`src/rtl/aes_pkg.sv`:
```
// Shared types and round-count constants for the AES round controller.
package aes_pkg;

   typedef enum logic [1:0] {
      KS128   = 2'b00,
      KS192   = 2'b01,
      KS256   = 2'b10,
      KS_RSVD = 2'b11
   } key_size_e;

   localparam int NR_128 = 10;
   localparam int NR_192 = 12;
   localparam int NR_256 = 14;

   typedef enum logic [1:0] {
      IDLE,
      RUN,
      DONE
   } ctrl_state_e;

   // Reserved encoding maps to 0 so callers can treat it as "no rounds".
   function automatic int nr_of(input key_size_e ks);
      case (ks)
         KS128:   return NR_128;
         KS192:   return NR_192;
         KS256:   return NR_256;
         default: return 0;
      endcase
   endfunction

endpackage

```
`src/rtl/aes_round_cnt.sv`:
```
// Loadable round counter with terminal-count compare; saturates at nr.
module aes_round_cnt #(
   parameter int RW = 4
) (
   input  logic          clk_i,
   input  logic          rst_i,
   input  logic          clr,
   input  logic          start,
   input  logic          inc,
   input  logic [RW-1:0] nr,
   output logic [RW-1:0] idx,
   output logic          last
);

   always_ff @(posedge clk_i) begin
      if (rst_i || clr)
         idx <= '0;
      else if (start)
         idx <= RW'(1);
      else if (inc && idx != nr)
         idx <= idx + RW'(1);
   end

   assign last = (idx == nr);

endmodule

```
`src/rtl/aes_round_ctrl.sv`:
```
// Iterative AES round sequencer (AES-128/192/256, enc/dec).
// Optional abort input enabled by defining AES_CTRL_ABORT_EN.
module aes_round_ctrl
   import aes_pkg::*;
#(
   parameter int MAX_NR = 14,
   parameter int RW     = $clog2(MAX_NR + 1)
) (
   input  logic          clk_i,
   input  logic          rst_i,
   input  logic          valid_i,
   output logic          ready_o,
   input  logic [1:0]    key_size_i,
   input  logic          decrypt_i,
   output logic          round0_sel_o,
   output logic          state_en_o,
   output logic [RW-1:0] round_idx_o,
   output logic [RW-1:0] key_idx_o,
   output logic          final_round_o,
   output logic          valid_o,
   input  logic          ready_i,
   output logic          err_o
`ifdef AES_CTRL_ABORT_EN
   ,
   input  logic          abort_i
`endif
);

   ctrl_state_e   state, nxt;
   logic [RW-1:0] nr_q;
   logic          dec_q;
   logic [RW-1:0] nr_in;
   logic          legal;
   logic          abort;
   logic          latch;
   logic          cnt_clr, cnt_start, cnt_inc;
   logic [RW-1:0] idx;
   logic          last;
   key_size_e     ks;

`ifdef AES_CTRL_ABORT_EN
   assign abort = abort_i;
`else
   assign abort = 1'b0;
`endif

   assign ks    = key_size_e'(key_size_i);
   assign nr_in = RW'(nr_of(ks));
   assign legal = (ks != KS_RSVD) && (nr_of(ks) <= MAX_NR);

   aes_round_cnt #(.RW(RW)) u_cnt (
      .clk_i (clk_i),
      .rst_i (rst_i),
      .clr   (cnt_clr),
      .start (cnt_start),
      .inc   (cnt_inc),
      .nr    (nr_q),
      .idx   (idx),
      .last  (last)
   );

   always_ff @(posedge clk_i) begin
      if (rst_i) begin
         state <= IDLE;
         nr_q  <= '0;
         dec_q <= 1'b0;
      end else begin
         state <= nxt;
         if (latch) begin
            nr_q  <= nr_in;
            dec_q <= decrypt_i;
         end
      end
   end

   always_comb begin
      nxt          = state;
      ready_o      = 1'b0;
      round0_sel_o = 1'b0;
      state_en_o   = 1'b0;
      valid_o      = 1'b0;
      err_o        = 1'b0;
      latch        = 1'b0;
      cnt_clr      = 1'b0;
      cnt_start    = 1'b0;
      cnt_inc      = 1'b0;
      key_idx_o    = dec_q ? (nr_q - idx) : idx;
      case (state)
         IDLE: begin
            ready_o   = 1'b1;
            key_idx_o = '0;
            if (valid_i) begin
               if (legal) begin
                  round0_sel_o = 1'b1;
                  state_en_o   = 1'b1;
                  latch        = 1'b1;
                  cnt_start    = 1'b1;
                  key_idx_o    = decrypt_i ? nr_in : '0;
                  nxt          = RUN;
               end else begin
                  err_o = 1'b1;
               end
            end
         end
         RUN: begin
            state_en_o = 1'b1;
            if (abort) begin
               cnt_clr = 1'b1;
               nxt     = IDLE;
            end else if (last) begin
               nxt = DONE;
            end else begin
               cnt_inc = 1'b1;
            end
         end
         DONE: begin
            valid_o = 1'b1;
            // A completing handshake and an abort both land in IDLE with a cleared counter.
            if (ready_i || abort) begin
               cnt_clr = 1'b1;
               nxt     = IDLE;
            end
         end
         default: begin
            cnt_clr = 1'b1;
            nxt     = IDLE;
         end
      endcase
   end

   assign round_idx_o   = idx;
   assign final_round_o = (state == RUN) && last;

endmodule

```
`config.mk`:
```
export PLATFORM = sky130hd
export DESIGN_NAME = aes_round_ctrl
export DESIGN_NICKNAME = d
export VERILOG_FILES = /design/src/rtl/aes_pkg.sv /design/src/rtl/aes_round_cnt.sv /design/src/rtl/aes_round_ctrl.sv
export SDC_FILE = /design/constraint.sdc
export NUM_CORES = 1
export LEC_CHECK = 0
export ABC_AREA = 1
export CORE_MARGIN = 8
export CORE_UTILIZATION = 30
export CTS_CLUSTER_DIAMETER = 80
export DETAILED_ROUTE_END_ITERATION = 10
export PLACE_DENSITY_LB_ADDON = 0.12
export SKIP_CTS_REPAIR_TIMING = 1
export SLEW_MARGIN = 10
export SYNTH_ARGS = -nofsm -noshare
export SYNTH_HDL_FRONTEND = slang
export SYNTH_SLANG_ARGS = --single-unit
```
`constraint.sdc`:
```
create_clock -name clk_i -period 1.78 [get_ports clk_i]
set_input_delay 0.267 -clock clk_i [delete_from_list [all_inputs] [get_ports clk_i]]
set_output_delay 0.267 -clock clk_i [all_outputs]
set_load 0.02 [all_outputs]
```
==> results by group, run 1 <==
Run status
  – Status: finished, violations left
  – Failing checks: setup timing

Timing
  – Final Hold Fails: 0
  – Fmax: ~550 MHz
  – Fin crit share: 103%
  – Setup violators final: 4
  – Max_slew headroom: between 80% and 90%
  – Setup WS post-layout: -45.6 ps
  – Final TNS setup: -127 ps
  – Worst slew pin tran: 249 ps
  – RSZ-0062 raised after global routing: true
  – Min cycle time layout: ~1800 ps
  – Slew Viols, Final: 0
  – Clock skew: 6.92 ps

GRT
  – Largest net degree at the start of global routing: 8
  – GR Overflow Total: 0
  – First-pass GRT wire length: ~3500 µm
  – M1 GR Usage: 11.8%
  – Busiest grt layer: met2
  – Vias in the first global route: approximately 810
  – Initial antenna violation count: 0
  – GR Util met3: under 10%
  – Total GRT Usage: between 10 and 15%
  – Grt met2 use: 16.7%

Detailed routing
  – Antenna Nets Post-Route: 0
  – Via density: 4.41
  – Initial DRC count: 38
  – Via count: about 800
  – DRT Wirelength: about 2100 µm
  – DRC Markers: 0
  – DRT Pass-1 Iters: 4
  – Avg WL per Cell: ~12 µm

Floorplanning
  – Ports: 21
  – Die W: 65.6 µm
  – Core area: about 2400 µm²
  – Die height: approximately 66 µm
  – Starting Density: a little under a third
  – Die Area: roughly 4300 µm²
  – Rows: 18

Final layout
  – Nets: roughly 160
  – Layout cells sized above 1: 32.7%
  – Number of fill cells: around 240
  – Multi-input gate area: 497 µm²
  – Most frequent cells in the layout: nand2_1, buf_4, inv_1
  – Final std cells w/o fill: between 150 and 200
  – Ant diodes: 0
  – Area Overhead vs Synth: 60.6%
  – Design Area, Final: roughly 1200 µm²
  – Register area: slightly above 200 µm²
  – Commonest non-fill, non-tap cell in the layout: nand2_1

Clock network
  – Clk root buf: clkbuf_4
  – TritonCTS buffer count: 3
  – CTS tree: built
  – CTS Buffer Depth: 2
  – Reg clk slew, reported paths: approximately 80 ps
  – H-Tree Depth: 1
  – # clock sinks: 10
  – Clk Latency, worst-skew pair: 270 ps

Setup path
  – CP Launch Type: flop
  – Crit-path slowest cell: dfxtp_2
  – Worst-path cell chain: inv_1 -> ha_4 -> a21oi_2 -> nand2_1 -> nand2_1 -> nand3_1 -> nand2_1 -> nand2_1 -> clkbuf_2
  – Kind of critical path: flop to primary output
  – Critical Path RT: ~1500 ps
  – Worst setup EP type: primary output
  – Arr. time, crit path: approximately 1600 ps
  – Most common cell on crit path: nand2_1
  – Critical-path maximum fanout: 4
  – Worst path max stage delay: between 300 and 400 ps

Power
  – Power Total: 851 µW
  – Peak supply drop: around 0.46 mV
  – P_leak: 0.000615 µW
  – P per Cell Area: between 700 and 800 nW/µm²

Placed design
  – Cell Area, Placed: about 1100 µm²
  – Final HPWL DP: ~1600 µm
  – I/O Buffers: 20
  – Cells after DPL: between 150 and 200
  – Routability cong.: between 0.7 and 0.8

Synth
  – Mapped cell area: about 740 µm²
  – Syn avg cell area: around 7.1 µm²
  – Mapped Nets: 119
  – Post-synth cell types: 20
  – Synth Register Bits: 10
  – Sequential area share after synthesis: between 20% and 30%
  – Synth warn: 0
  – Cells after Synth: 104

Job
  – Max-Cap Viols: 0

Hold path
  – Worst Hold Class: flop to flop
## worst paths after layout
kind                       end         start  depth (start not counted)  slack, ps
setup reg to reg      state[1]  u_cnt.idx[1]                          9        180
setup / recovery  key_idx_o[3]  u_cnt.idx[2]                          9        -50
hold reg to reg        nr_q[1]       nr_q[1]                          2        500
hold / removal         nr_q[1]       nr_q[1]                          2        500
## synth_stat cells
library cell	count	area (µm²)
nor2_4	1	11.3
xor2_1	1	8.76
nand3_1	10	50.1
o21ai_0	4	20.0
ha_1	7	87.6
nand2_2	2	12.5
xnor2_1	1	8.76
a21oi_1	11	55.1
inv_1	17	63.8
o21ai_2	2	17.5
nand2_1	22	82.6
nor2_2	1	6.26
clkinv_2	1	5.00
dfxtp_1	10	200
a21oi_2	1	8.76
fa_1	1	20.0
nand4_1	1	6.26
nor2_1	8	30.0
nor3b_1	1	7.51
nand3_4	2	35.0
## logic make-up (layout without fill, tap and decap cells)
family                     Yosys count  count (layout)  share of synthesized area, %
and+or+nand+nor                     48              48                          32.8
AOI/OAI and AO/OA                   18              18                          13.8
buffers and inverters               18              61                          9.34
DFF                                 10              10                          27.2
adders and majority gates            8               8                          14.6
xor gates and xnor gates             2               2                          2.38
## layout make-up
type | count | share of cell area (%)
clock buffers | 4 | 3.07
inverters | 18 | 5.81
multi-input cells | 76 | 42.0
flip-flops and latches | 10 | 17.4
well taps | 30 | 3.17
repair buffers | 39 | 28.5
## stage by stage
step                setup slack, ps  hold slack, ps  util, %
finish                        -45.6             504     49.1
detailed placement             -491             500     46.5
global placement               -441             499     46.5
global route                   -151             516     49.1
floorplan                      33.4             329        -
CTS                            -620             514     48.0
## metal layers
layer | up-vias | share of wire [%]
li1 | 418 | -
met1 | 350 | 45
met2 | 9 | 50
met3 | 4 | 2.5
met4 | 0 | 1.8
met5 | - | 0
## worst max-delay path: cells and delay by family (launching register included)
family	cells	cell delay, ps
flip-flops	1	340
AND/OR/NAND/NOR	5	300
adder cells (fa/ha/maj)	1	270
AO/OA/AOI/OAI	1	150
buffers and inverters	2	230
## flip-flops by register name, indices dropped and copies added (netlist names)
name / count
dec_q: 1
nr_q: 3
state: 2
u_cnt.idx: 4
## power breakdown
group          internal, µW  leakage, µW  switching, µW
clock                   124    0.0000210           90.4
sequential              241    0.0000836           17.2
combinational           176     0.000510            202
total                   541     0.000615            309
Power figures use the tool's default switching activity.
==> run 2: changes to the inputs <==
- CAP_MARGIN: default -> 20
==> results of run 2 <==
Same layout as run 1: the final DEF is identical, and so are final timing and power.
==> run 3: changes to the inputs <==
- ABC_AREA: 1 -> default
- HOLD_SLACK_MARGIN: default -> 0.03
==> run 3 against run 2 <==
  * The flow still finishes with violations (setup timing)
  * Die area shrank 5.9%
  * Critical endpoint unchanged
  * Worst hold slack lost 15 ps
  * Combinational power grew 7.4%
  * Synthesized cell count decreased by 22%
  * Power is 3.6% higher
  * Critical path type unchanged
  * Wire length is 2.8% lower
==> results by group, run 3 <==
Run status
  – Status: finished, violations left
  – Failing checks: setup timing

Timing
  – Max_slew headroom: 81.8% (-1.4 points)
  – Fmax: 501 MHz (-8.5%)
  – Slew Viols, Final: 0 (unchanged)
  – Final hold slack: 489 ps (-15.2 ps)
  – Clock skew: 10.4 ps (+3.45 ps)
  – RSZ-0062 raised after global routing: true
  – Worst slew pin tran: 271 ps (+22.1 ps)
  – Fin crit share: 112% (+9.5 points)
  – Setup WS post-layout: -215 ps (-169 ps)
  – Final TNS setup: -459 ps (-332 ps)
  – Setup violators final: 3 (-1)
  – Min cycle time layout: 1990 ps (+169 ps)
  – Final Hold Fails: 0 (unchanged)

Floorplanning
  – Ports: 21 (unchanged)
  – Rows: 17 (-1)
  – Die W: 63.6 µm (-3.0%)
  – Starting Density: 31.3% (+0.73 points)
  – Die height: 63.6 µm (-3.0%)
  – Core area: 2170 µm² (-10%)
  – Die Area: 4040 µm² (-5.9%)

Power
  – P per Cell Area: 715 nW/µm² (-0.57%)
  – P_leak: 0.000608 µW (-1.1%)
  – Peak supply drop: 0.472 mV (+3.0%)
  – Power Total: 882 µW (+3.6%)

Synth
  – Synth area leaders: dfxtp_1, ha_1, nor2_1
  – Cells after Synth: 81 (-22%)
  – Mapped Nets: 96 (-19%)
  – Synth Register Bits: 10 (unchanged)
  – Post-synth cell types: 28 (+40%)
  – Async S/R FF share, synth: 0% (unchanged)
  – Most frequent cell after synthesis: nor2_1
  – Top cells by count, synth: nor2_1, dfxtp_1, nand2_1, ha_1, inv_1
  – Syn avg cell area: 8.39 µm² (+18%)
  – Sequential area share after synthesis: 29.5% (+2.3 points)
  – Ys flop type: dfxtp_1
  – Synth warn: 0 (unchanged)
  – Area leader, netlist: dfxtp_1
  – Post-synth EDFFs: 0 (unchanged)
  – Area fraction of the dominant cell type after synthesis: 29.5% (+2.3 points)
  – Mapped cell area: 679 µm² (-7.8%)

Placed design
  – Cells after DPL: 154 (-11%)
  – I/O Buffers: 20 (unchanged)
  – Routability cong.: 0.765 (+5.4%)
  – Final HPWL DP: 1630 µm (+0.25%)

Final layout
  – Area Overhead vs Synth: 81.6%
  – Most frequent cells in the layout: buf_4, nor2_1, clkdlybuf4s50_1
  – Regs by FF count: u_cnt.idx (4), nr_q (3), state (2)
  – Ant diodes: 0 (unchanged)
  – Layout cells sized above 1: 43.2% (+11 points)
  – Most flop-heavy register: u_cnt.idx
  – Final std cells w/o fill: 160 (-9.6%)
  – Number of fill cells: 218 (-11%)
  – Commonest non-fill, non-tap cell in the layout: buf_4
  – Max FFs per register: 4 (unchanged)
  – Nets: 148 (-9.2%)

Setup path
  – Kind of critical path: flop to primary output
  – CP Launch Type: flop
  – Arr. time, crit path: 1730 ps (+170 ps)
  – Critical Path RT: 1510 ps (about the same)
  – Worst setup EP type: primary output
  – Critical-path maximum fanout: 2 (-2)

Clock network
  – CTS tree: built
  – TritonCTS buffer count: 3 (unchanged)
  – # clock sinks: 10 (unchanged)
  – Clk Latency, worst-skew pair: 270 ps (about the same)
  – CTS Buffer Depth: 2 (unchanged)
  – H-Tree Depth: 1 (unchanged)
  – Clk root buf: clkbuf_4
  – Reg clk slew, reported paths: 80 ps (about the same)

Detailed routing
  – DRT Wirelength: 2010 µm (-2.8%)
  – DRC Markers: 0 (unchanged)
  – DRT Pass-1 Iters: 4 (unchanged)
  – Via density: 4.68 (+6.1%)
  – Via count: 749 (-4.1%)
  – Initial DRC count: 19 (-50%)
  – Antenna Nets Post-Route: 0 (unchanged)
  – Avg WL per Cell: 12.5 µm (+7.6%)

GRT
  – Initial antenna violation count: 0 (unchanged)
  – GR Overflow Total: 0 (unchanged)
  – Vias in the first global route: 715 (-12%)
  – First-pass GRT wire length: 3270 µm (-5.2%)
  – Total GRT Usage: 9.87% (-0.34 points)
  – Largest net degree at the start of global routing: 8 (unchanged)

Job
  – Max-Cap Viols: 0 (unchanged)

Hold path
  – Worst Hold Class: flop to flop
==> run 3: changes by cell type after synthesis, sizes merged, moves of 2 or more <==
| cell | delta |
|---|---|
| a21oi | -8 |
| a211oi | +3 |
| nand2b | +2 |
| xnor2 | +2 |
| nand3 | -10 |
| nor3 | +2 |
| nand3b | +2 |
| nand2 | -16 |
| nor2 | +2 |
| inv | -10 |
==> run 3: metal layers <==
metal | vias to the layer above | track usage [%] | wire length [µm]
li1 | 375 | - | -
met1 | 357 | 10.7 | 852
met2 | 15 | 16.7 | 1020
met5 | - | 0 | 0
met3 | 2 | 4.24 | 124
met4 | 0 | 3.34 | 11
==> run 3: kinds of logic after synthesis <==
logic type,count (synthesis),synth area share (%)
simple gates,33,24.1
compound gates,15,15.8
flops,10,29.5
buf+inv,9,6.81
fa+ha+maj,8,15.8
xor+xnor,5,6.45
mux,1,1.47
==> run 3: stage by stage <==
stage          cell area, µm²  worst slack, ps  util [%]
4_1_cts                  1150             -782      53.2
2_1_floorplan             698            -50.3         -
6_report                 1230             -215      56.9
3_3_place_gp             1120             -573      51.5
3_5_place_dp             1120             -627      51.5
5_1_grt                  1230             -329      56.9
==> run 3: path summary, 6_finish.rpt <==
path / startpoint / to / slack [ps] / depth (start not counted)
hold / removal: nr_q[2] / nr_q[2] / 490 / 2
setup / recovery: u_cnt.idx[1] / key_idx_o[3] / -210 / 8
setup reg to reg: u_cnt.idx[1] / u_cnt.idx[3] / 100 / 9
hold reg to reg: nr_q[2] / nr_q[2] / 490 / 2
==> run 3: critical path, stage by stage (launching register included) <==
cell	delay (ps)
dfxtp_2	340
inv_2	50
ha_4	260
nand3b_1	90
a21boi_0	200
o21ai_1	100
xor2_1	170
o21ai_2	130
buf_6	130
==> run 3: where the power goes <==
part / switching, µW / leakage [µW] / total, µW / internal [µW]
clock: 86.1 / 0.0000210 / 210 / 124
sequential: 20.9 / 0.0000837 / 265 / 244
combinational: 193 / 0.000503 / 406 / 213
==> run 3: final cells by class <==
class                   count  area, µm²  share of cell area, %
well taps                  28       35.0                   2.84
repair buffers             48        428                   34.7
clock buffers               4       36.3                   2.94
flip-flops and latches     10        205                   16.6
inverters                   8       35.0                   2.84
multi-input cells          62        494                   40.1
